File: config.mk
export PLATFORM = sky130hd
export DESIGN_NAME = alu_issue_ctrl
export DESIGN_NICKNAME = d
export VERILOG_FILES = /design/src/rtl/alu_pkg.sv /design/src/rtl/alu_op_decode.sv /design/src/rtl/alu_issue_ctrl.sv
export SDC_FILE = /design/constraint.sdc
export NUM_CORES = 1
export LEC_CHECK = 0
export BUFFER_PORTS_ARGS = -buffer_cell sky130_fd_sc_hd__clkbuf_2
export CAP_MARGIN = 10
export CORE_ASPECT_RATIO = 0.6
export CORE_MARGIN = 10
export CORE_UTILIZATION = 40
export CTS_CLUSTER_SIZE = 30
export DETAILED_ROUTE_END_ITERATION = 6
export PLACE_DENSITY = 0.81
export SKIP_LAST_GASP = 1
export SYNTH_ARGS = -nofsm -noshare
export SYNTH_HDL_FRONTEND = slang
export SYNTH_SLANG_ARGS = --single-unit
File: constraint.sdc
create_clock -name clock -period 3.9 [get_ports clock]
set_clock_uncertainty 0.15 [all_clocks]
set_input_delay 0.585 -clock clock [delete_from_list [all_inputs] [get_ports clock]]
set_output_delay 0.585 -clock clock [all_outputs]
set_load 0.02 [all_outputs]
File: src/rtl/alu_pkg.sv
`default_nettype none
// ============================================================================
//  Module      : alu_pkg
//  Description : Shared definitions for the ALU issue controller: 4-bit ALU
//                control codes, aluop encodings, funct3 constants, decode
//                result structure and the issuer state enumeration.
//  Revision    : 1.0 - initial release
// ============================================================================
package alu_pkg;

    // ALU control codes as understood by the datapath ALU
    localparam logic [3:0] C_ALU_AND     = 4'b0000;
    localparam logic [3:0] C_ALU_OR      = 4'b0001;
    localparam logic [3:0] C_ALU_ADD     = 4'b0010;
    localparam logic [3:0] C_ALU_SUB     = 4'b0110;
    localparam logic [3:0] C_ALU_NOR     = 4'b1100;
    localparam logic [3:0] C_ALU_ILLEGAL = 4'b1111;

    // aluop field produced by the multi-cycle control unit
    localparam logic [1:0] C_ALUOP_MEM    = 2'b00;
    localparam logic [1:0] C_ALUOP_BRANCH = 2'b01;
    localparam logic [1:0] C_ALUOP_RTYPE  = 2'b10;
    localparam logic [1:0] C_ALUOP_ITYPE  = 2'b11;

    // funct3 values that select a supported operation
    localparam logic [2:0] C_F3_ADDSUB = 3'b000;
    localparam logic [2:0] C_F3_BEQ    = 3'b000;
    localparam logic [2:0] C_F3_BNE    = 3'b001;
    localparam logic [2:0] C_F3_OR     = 3'b110;
    localparam logic [2:0] C_F3_AND    = 3'b111;

    typedef enum logic [1:0] {
        ST_IDLE = 2'd0,
        ST_EXEC = 2'd1,
        ST_CAPT = 2'd2,
        ST_RESP = 2'd3
    } state_e;

endpackage : alu_pkg
`default_nettype wire

File: src/rtl/alu_op_decode.sv
`default_nettype none
// ============================================================================
//  Module      : alu_op_decode
//  Description : Combinational decode of aluop/funct3/funct7b5 into the ALU
//                control code plus branch and illegal flags.
//  Ports       : aluop_i, funct3_i, funct7b5_i -> code_o, is_branch_o,
//                illegal_o
//  Revision    : 1.0 - initial release
// ============================================================================
module alu_op_decode
    import alu_pkg::*;
(
    input  logic [1:0] aluop_i,
    input  logic [2:0] funct3_i,
    input  logic       funct7b5_i,
    output logic [3:0] code_o,
    output logic       is_branch_o,
    output logic       illegal_o
);

    always_comb begin
        code_o      = C_ALU_ILLEGAL;
        is_branch_o = 1'b0;
        illegal_o   = 1'b0;
        case (aluop_i)
            C_ALUOP_MEM: begin
                code_o = C_ALU_ADD;
            end
            C_ALUOP_BRANCH: begin
                // Only beq/bne are supported; anything else is sent to the
                // ALU as the illegal code so the result reads back as zero.
                is_branch_o = 1'b1;
                if (funct3_i == C_F3_BEQ || funct3_i == C_F3_BNE) begin
                    code_o = C_ALU_SUB;
                end else begin
                    illegal_o = 1'b1;
                end
            end
            C_ALUOP_RTYPE: begin
                case (funct3_i)
                    C_F3_ADDSUB: code_o = funct7b5_i ? C_ALU_SUB : C_ALU_ADD;
                    C_F3_AND:    code_o = C_ALU_AND;
                    C_F3_OR:     code_o = C_ALU_OR;
                    default:     illegal_o = 1'b1;
                endcase
            end
            C_ALUOP_ITYPE: begin
                // addi has no subtract form, so bit 30 is ignored here
                case (funct3_i)
                    C_F3_ADDSUB: code_o = C_ALU_ADD;
                    C_F3_AND:    code_o = C_ALU_AND;
                    C_F3_OR:     code_o = C_ALU_OR;
                    default:     illegal_o = 1'b1;
                endcase
            end
        endcase
    end

endmodule : alu_op_decode
`default_nettype wire

File: src/rtl/alu_issue_ctrl.sv
`default_nettype none
// ============================================================================
//  Module      : alu_issue_ctrl
//  Description : Sequential issuer sitting between the multi-cycle control
//                unit and the ALU. Accepts a request (valid/ready), drives the
//                registered ALU control code and operands, waits ALU_LATENCY
//                edges, captures ALUOut/zero and returns the result with a
//                branch decision (valid/ready).
//  Ports       : clock, reset (sync, active-low)
//                req_*   : request handshake and fields
//                ALUControl/input1/input2 -> ALU, ALUOut/zero <- ALU
//                resp_*  : response handshake and captured results
//  Revision    : 1.0 - initial release
// ============================================================================
module alu_issue_ctrl
    import alu_pkg::*;
#(
    parameter int unsigned ALU_LATENCY = 1,
    parameter int unsigned WIDTH       = 32
) (
    input  logic             clock,
    input  logic             reset,
    input  logic             req_valid,
    output logic             req_ready,
    input  logic [1:0]       req_aluop,
    input  logic [2:0]       req_funct3,
    input  logic             req_funct7b5,
    input  logic [WIDTH-1:0] req_a,
    input  logic [WIDTH-1:0] req_b,
    output logic [3:0]       ALUControl,
    output logic [WIDTH-1:0] input1,
    output logic [WIDTH-1:0] input2,
    input  logic [WIDTH-1:0] ALUOut,
    input  logic             zero,
    output logic             resp_valid,
    input  logic             resp_ready,
    output logic [WIDTH-1:0] resp_result,
    output logic             resp_zero,
    output logic             resp_taken,
    output logic             resp_illegal
);

    localparam logic [2:0] C_LAT = 3'(ALU_LATENCY);

    state_e           state_q, state_d;
    logic [2:0]       cnt_q, cnt_d;
    logic [3:0]       ctrl_q, ctrl_d;
    logic [WIDTH-1:0] in1_q, in1_d;
    logic [WIDTH-1:0] in2_q, in2_d;
    logic             is_branch_q, is_branch_d;
    logic             illegal_q, illegal_d;
    logic             bne_q, bne_d;
    logic [WIDTH-1:0] res_q, res_d;
    logic             rzero_q, rzero_d;
    logic             taken_q, taken_d;
    logic             rillegal_q, rillegal_d;

    logic [3:0]       dec_code;
    logic             dec_is_branch;
    logic             dec_illegal;

    alu_op_decode u_decode (
        .aluop_i     (req_aluop),
        .funct3_i    (req_funct3),
        .funct7b5_i  (req_funct7b5),
        .code_o      (dec_code),
        .is_branch_o (dec_is_branch),
        .illegal_o   (dec_illegal)
    );

    always_comb begin
        state_d     = state_q;
        cnt_d       = cnt_q;
        ctrl_d      = ctrl_q;
        in1_d       = in1_q;
        in2_d       = in2_q;
        is_branch_d = is_branch_q;
        illegal_d   = illegal_q;
        bne_d       = bne_q;
        res_d       = res_q;
        rzero_d     = rzero_q;
        taken_d     = taken_q;
        rillegal_d  = rillegal_q;
        case (state_q)
            ST_IDLE: begin
                if (req_valid) begin
                    state_d     = ST_EXEC;
                    cnt_d       = C_LAT;
                    ctrl_d      = dec_code;
                    in1_d       = req_a;
                    in2_d       = req_b;
                    is_branch_d = dec_is_branch;
                    illegal_d   = dec_illegal;
                    bne_d       = (req_funct3 == C_F3_BNE);
                end
            end
            ST_EXEC: begin
                // Leave when the counter is about to reach zero so that EXEC
                // lasts exactly ALU_LATENCY cycles.
                cnt_d = cnt_q - 3'd1;
                if (cnt_q <= 3'd1) begin
                    state_d = ST_CAPT;
                end
            end
            ST_CAPT: begin
                res_d      = illegal_q ? '0 : ALUOut;
                rzero_d    = zero;
                // beq takes on zero, bne on non-zero
                taken_d    = is_branch_q & ~illegal_q & (zero ^ bne_q);
                rillegal_d = illegal_q;
                state_d    = ST_RESP;
            end
            ST_RESP: begin
                if (resp_ready) begin
                    state_d = ST_IDLE;
                end
            end
            default: begin
                state_d = ST_IDLE;
            end
        endcase
    end

    always_ff @(posedge clock) begin
        if (!reset) begin
            state_q     <= ST_IDLE;
            cnt_q       <= '0;
            ctrl_q      <= C_ALU_AND;
            in1_q       <= '0;
            in2_q       <= '0;
            is_branch_q <= 1'b0;
            illegal_q   <= 1'b0;
            bne_q       <= 1'b0;
            res_q       <= '0;
            rzero_q     <= 1'b0;
            taken_q     <= 1'b0;
            rillegal_q  <= 1'b0;
        end else begin
            state_q     <= state_d;
            cnt_q       <= cnt_d;
            ctrl_q      <= ctrl_d;
            in1_q       <= in1_d;
            in2_q       <= in2_d;
            is_branch_q <= is_branch_d;
            illegal_q   <= illegal_d;
            bne_q       <= bne_d;
            res_q       <= res_d;
            rzero_q     <= rzero_d;
            taken_q     <= taken_d;
            rillegal_q  <= rillegal_d;
        end
    end

    assign req_ready    = (state_q == ST_IDLE);
    assign resp_valid   = (state_q == ST_RESP);
    assign ALUControl   = ctrl_q;
    assign input1       = in1_q;
    assign input2       = in2_q;
    assign resp_result  = res_q;
    assign resp_zero    = rzero_q;
    assign resp_taken   = taken_q;
    assign resp_illegal = rillegal_q;

endmodule : alu_issue_ctrl
`default_nettype wire

==> results.md <==
Outcome:
- The run finished with clean final reports.

Flow run:
- The max-cap check violation count is 0.

Logic synthesis:
- Counting flops with an async set or reset pin after synthesis yields a share of 0.
- Of the synthesized area, sequential elements account for 0.519.
- The yosys synthesis warning count is 0.
- The number of cells produced by synthesis is 467.
- For this run, the leading register cell type out of synthesis is sky130_fd_sc_hd__dfxtp_1.
- A synthesized cell averages 9.16 µm².
- The count of state elements after synthesis is 111.
- Yosys mapped a number of flops with a built-in enable equal to 0.
- The number of unique standard cell types used by synthesis is 32.
- In this run the cell area of the synthesized design comes to 4280 µm².
- The net count of the mapped netlist is 580.

Critical path:
- Among all stages on the critical path, the largest delay is contributed by sky130_fd_sc_hd__and2_2.
- The slack of the worst reg-to-reg path is 1580 ps.
- The maximum cell stage delay along the critical path is 580 ps.
- The worst setup path is launched from a flip-flop.
- The data required time at the worst endpoint is 4010 ps.
- The signal on the critical path passes through inv_1, ha_1, and2_2, buf_4, nand2_1, a21boi_1.
- The worst setup path is captured at a flip-flop.
- The top fanout value on the critical path is 41.
- The category of the critical setup timing path is flip-flop to flip-flop.
- The cell family contributing the most delay on the critical path is simple AND/OR/NAND/NOR gates.
- The worst register-to-register path ends at input1[31].
- Data on the critical path arrives at its endpoint at 2430 ps.
- The cell depth of the worst setup path is 6.
- In this run the critical register-to-register path is launched from state_q[0].
- Measured in cells, the most critical reg-to-reg path has a length of 6.
- Together, buffers and inverters on the worst path number 2.

CTS:
- Buffers inserted to repair hold after CTS numbered 0.
- The clock root buffer is sky130_fd_sc_hd__clkbuf_16.
- The clock drives 111 sinks.
- The number of buffers added for setup after CTS is 0.
- The clock latency on the worst-skew pair is 340 ps.
- The H-tree was split into 3 levels.
- In this run the deepest clock path goes through 2 buffers.
- The CTS tree is built.
- The number of buffers added by the clock tree synthesis step is 9.
- The post-cts resize count is 0.
- After clock tree synthesis, the clock-pin slew on the worst setup and hold paths is 70 ps.

Power and ir drop:
- The sequential group share of total power is 0.400.
- The total power after layout is 3.62 mW.
- The power per cell area is approximately 640 nW/µm².
- The share of total power dissipated in combinational logic is 0.338.
- For this design the static power due to leakage is 2.58 nW.
- The switching part of the total power is 0.366.
- The peak ir drop on the vdd network is 0.365 mV.
- The internal portion of total power is 2.29 mW.
- Of the total power, the clock network draws 0.262.
- The net switching power of the design is 1.32 mW.

Hold path:
- The hold path depth is 2.
- The worst hold path terminates at input2[24].
- The startpoint identified for the worst hold timing path is input2[24].
- The path type of the worst min-delay path is flip-flop to flip-flop.

Timing:
- Setup violations remaining at the end of the flow were counted as 0.
- The top achievable clock speed is 431 MHz.
- The final count of pins violating max slew is 0.
- After routing, the total negative slack on setup checks comes to 0 ps.
- For the finished layout, the period the worst path requires is 2320 ps.
- The final-report hold violation count came to 0.
- Setup repair after global routing left no endpoint under its margin.
- The worst pin sits at a relative slew slack of 0.507.
- The transition time of the tightest slew-check pin is about 740 ps.
- Across all hold checks on the routed design, the worst slack comes to a little over 300 ps.
- The period utilization is 0.595.
- The post-route worst setup slack is 1580 ps.

Drt:
- The first-iteration detailed-routing DRC count is about 220.
- The total met2 wirelength after detailed routing is 6160 µm.
- The highest signal layer in the routed design is met4.
- After detailed routing, the average wire length per cell comes to 15.8 µm.
- The number of iterations in the first detailed-routing pass is 4.
- Summed over all nets, wire length on met3 after detailed routing comes to 1150 µm.
- The final layout contains routed wiring with a total length of ~13,000 µm.
- Once detail routing completed, the nets flagged for antenna violations numbered 0.
- The post-detailed-route DRC marker count is 0.
- The total vias in the final route is approximately 3,900.
- The routed length on met1 is 5110 µm.
- Dividing the detail-routed via count by the number of cells gives 4.86.

Global route:
- The via count of the first global-routing pass was 3,994.
- Global routing finished with a remaining overflow of 0.
- The total global routing track utilization is 0.155.
- The global-route wire length before repair is 20,000 µm.
- The maximum number of pins on one net before global-route repair is 68.
- The initial antenna violation count is 0.

Placement:
- Timing analysis after detailed placement gives a worst setup slack of roughly 1600 ps.
- At the end of routability-driven placement, the weighted congestion stood at slightly above 0.8.
- The cell area reported after detailed placement is 5340 µm².
- Buffers placed on the I/O ports in this run total 211.
- Counting tap cells, the placed design contains a total of about 790 instances.
- The post-detailed-placement half-perimeter wirelength is 9780 µm.

Floorplanning:
- The count of boundary I/O pins is about 210.
- The total core area is around 10,000 µm².
- The floorplan die area is about 15,000 µm².
- The die width is 154 µm.
- The number of cell rows is 29.
- The vertical die dimension is 100 µm.
- For this configuration, the core starts out at a cell density of 0.408.

Layout:
- The layout net count is 773.
- The number of inserted filler cells in the final layout is 932.
- The repair_antennas step left the layout with diodes totalling 0.
- The non-filler instance count after layout is between 800 and 900.
- Once layout is done, the placed cells without fillers occupy 5670 µm².
- The area growth from synthesis to layout is 32.6%.
- Of the cells placed in the final design, the portion with a size suffix greater than 1 is 0.359.
- The final standard cell utilization of the core is 0.541.
-- synthesized netlist by cell type, drive strengths merged (2+ instances only) --
| library cell | n | area [µm²] |
|---|---|---|
| a21boi | 66 | 495 |
| a21oi | 3 | 15.0 |
| a22oi | 32 | 240 |
| a41oi | 2 | 17.5 |
| and2 | 3 | 18.8 |
| buf | 18 | 140 |
| clkbuf | 15 | 56.3 |
| dfxtp | 111 | 2220 |
| ha | 6 | 75.1 |
| inv | 7 | 26.3 |
| mux2i | 4 | 40.0 |
| nand2 | 138 | 518 |
| nor2 | 4 | 22.5 |
| nor2b | 38 | 238 |
| o21ai | 6 | 30.0 |
| o221a | 3 | 33.8 |
| o2bb2ai | 2 | 17.5 |
-- power groups by stage --
stage	Clock [mW]	Sequential [mW]	Combinational, mW
after global routing	1.02	1.47	1.35
after detailed placement	0	1.47	1.22
final	0.947	1.45	1.22
after floorplan	0	1.67	0.680
after CTS	0.972	1.45	1.22
after global placement	0	1.45	1.18
-- metal layers --
metal | track usage | vias to the layer above
li1 | - | 1945
met1 | 0.168 | 1811
met2 | 0.265 | 136
met3 | 0.0739 | 16
met4 | 0.0492 | 0
met5 | 0 | -
-- worst max path at each step --
stage	start	to	slack, ps
after detailed placement	state_q[0]	input2[15]	1580
after floorplan	state_q[0]	ALUControl[0]	2210
after global routing	state_q[0]	input2[26]	1330
after global placement	state_q[0]	input2[9]	1740
final	state_q[0]	input1[31]	1580
after CTS	state_q[0]	input2[15]	1550
-- cell type report --
cell class / instances / area, µm² / area share
tap: 139 / 174 / 0.0307
timing repair buffer: 215 / 1100 / 0.194
inverter: 7 / 26.3 / 0.00463
clock buffer: 11 / 253 / 0.0445
multi-input combinational: 316 / 1840 / 0.324
sequential: 111 / 2220 / 0.392
clock inverter: 5 / 63.8 / 0.0112
-- worst register-to-register path, cell delays in order (launching register included) --
cell and delay [ps]:
sky130_fd_sc_hd__dfxtp_1 340, sky130_fd_sc_hd__inv_1 100, sky130_fd_sc_hd__ha_1 290, sky130_fd_sc_hd__and2_2 580
sky130_fd_sc_hd__buf_4 500, sky130_fd_sc_hd__nand2_1 130, sky130_fd_sc_hd__a21boi_1 160
-- layout by cell type, fill, tap and decap left out, drive strengths merged --
master    instances
a21boi           66
ha                6
a41oi             2
o211a             1
o31ai             1
o2bb2ai           2
a32oi             1
a211o             1
nor2b            38
buf               4
and2              3
nand2b            1
clkinv            2
nand3             1
xor2              1
nand2           138
inv               8
a211oi            1
o21ai             6
bufinv            1
clkbuf          222
a21oi             3
nor2              4
a22oi            32
mux2i             4
dfxtp           111
clkinvlp          1
o221a             3
a31oi             1
-- logic make-up after synthesis --
logic type,after synthesis,share of synthesized area
xor+xnor,1,0.00205
compound gates,120,0.210
fa+ha+maj,6,0.0175
mux,4,0.00936
buf+inv,40,0.0521
simple gates,185,0.190
flops,111,0.519
-- sequential cells by signal, summed over array words and instances (netlist names) --
name	cells
bne_q	1
input1	32
resp_result	32
ALUControl	4
illegal_q	1
state_q	2
is_branch_q	1
resp_taken	1
resp_zero	1
cnt_q	3
input2	32
resp_illegal	1
Power figures use the tool's default switching activity.
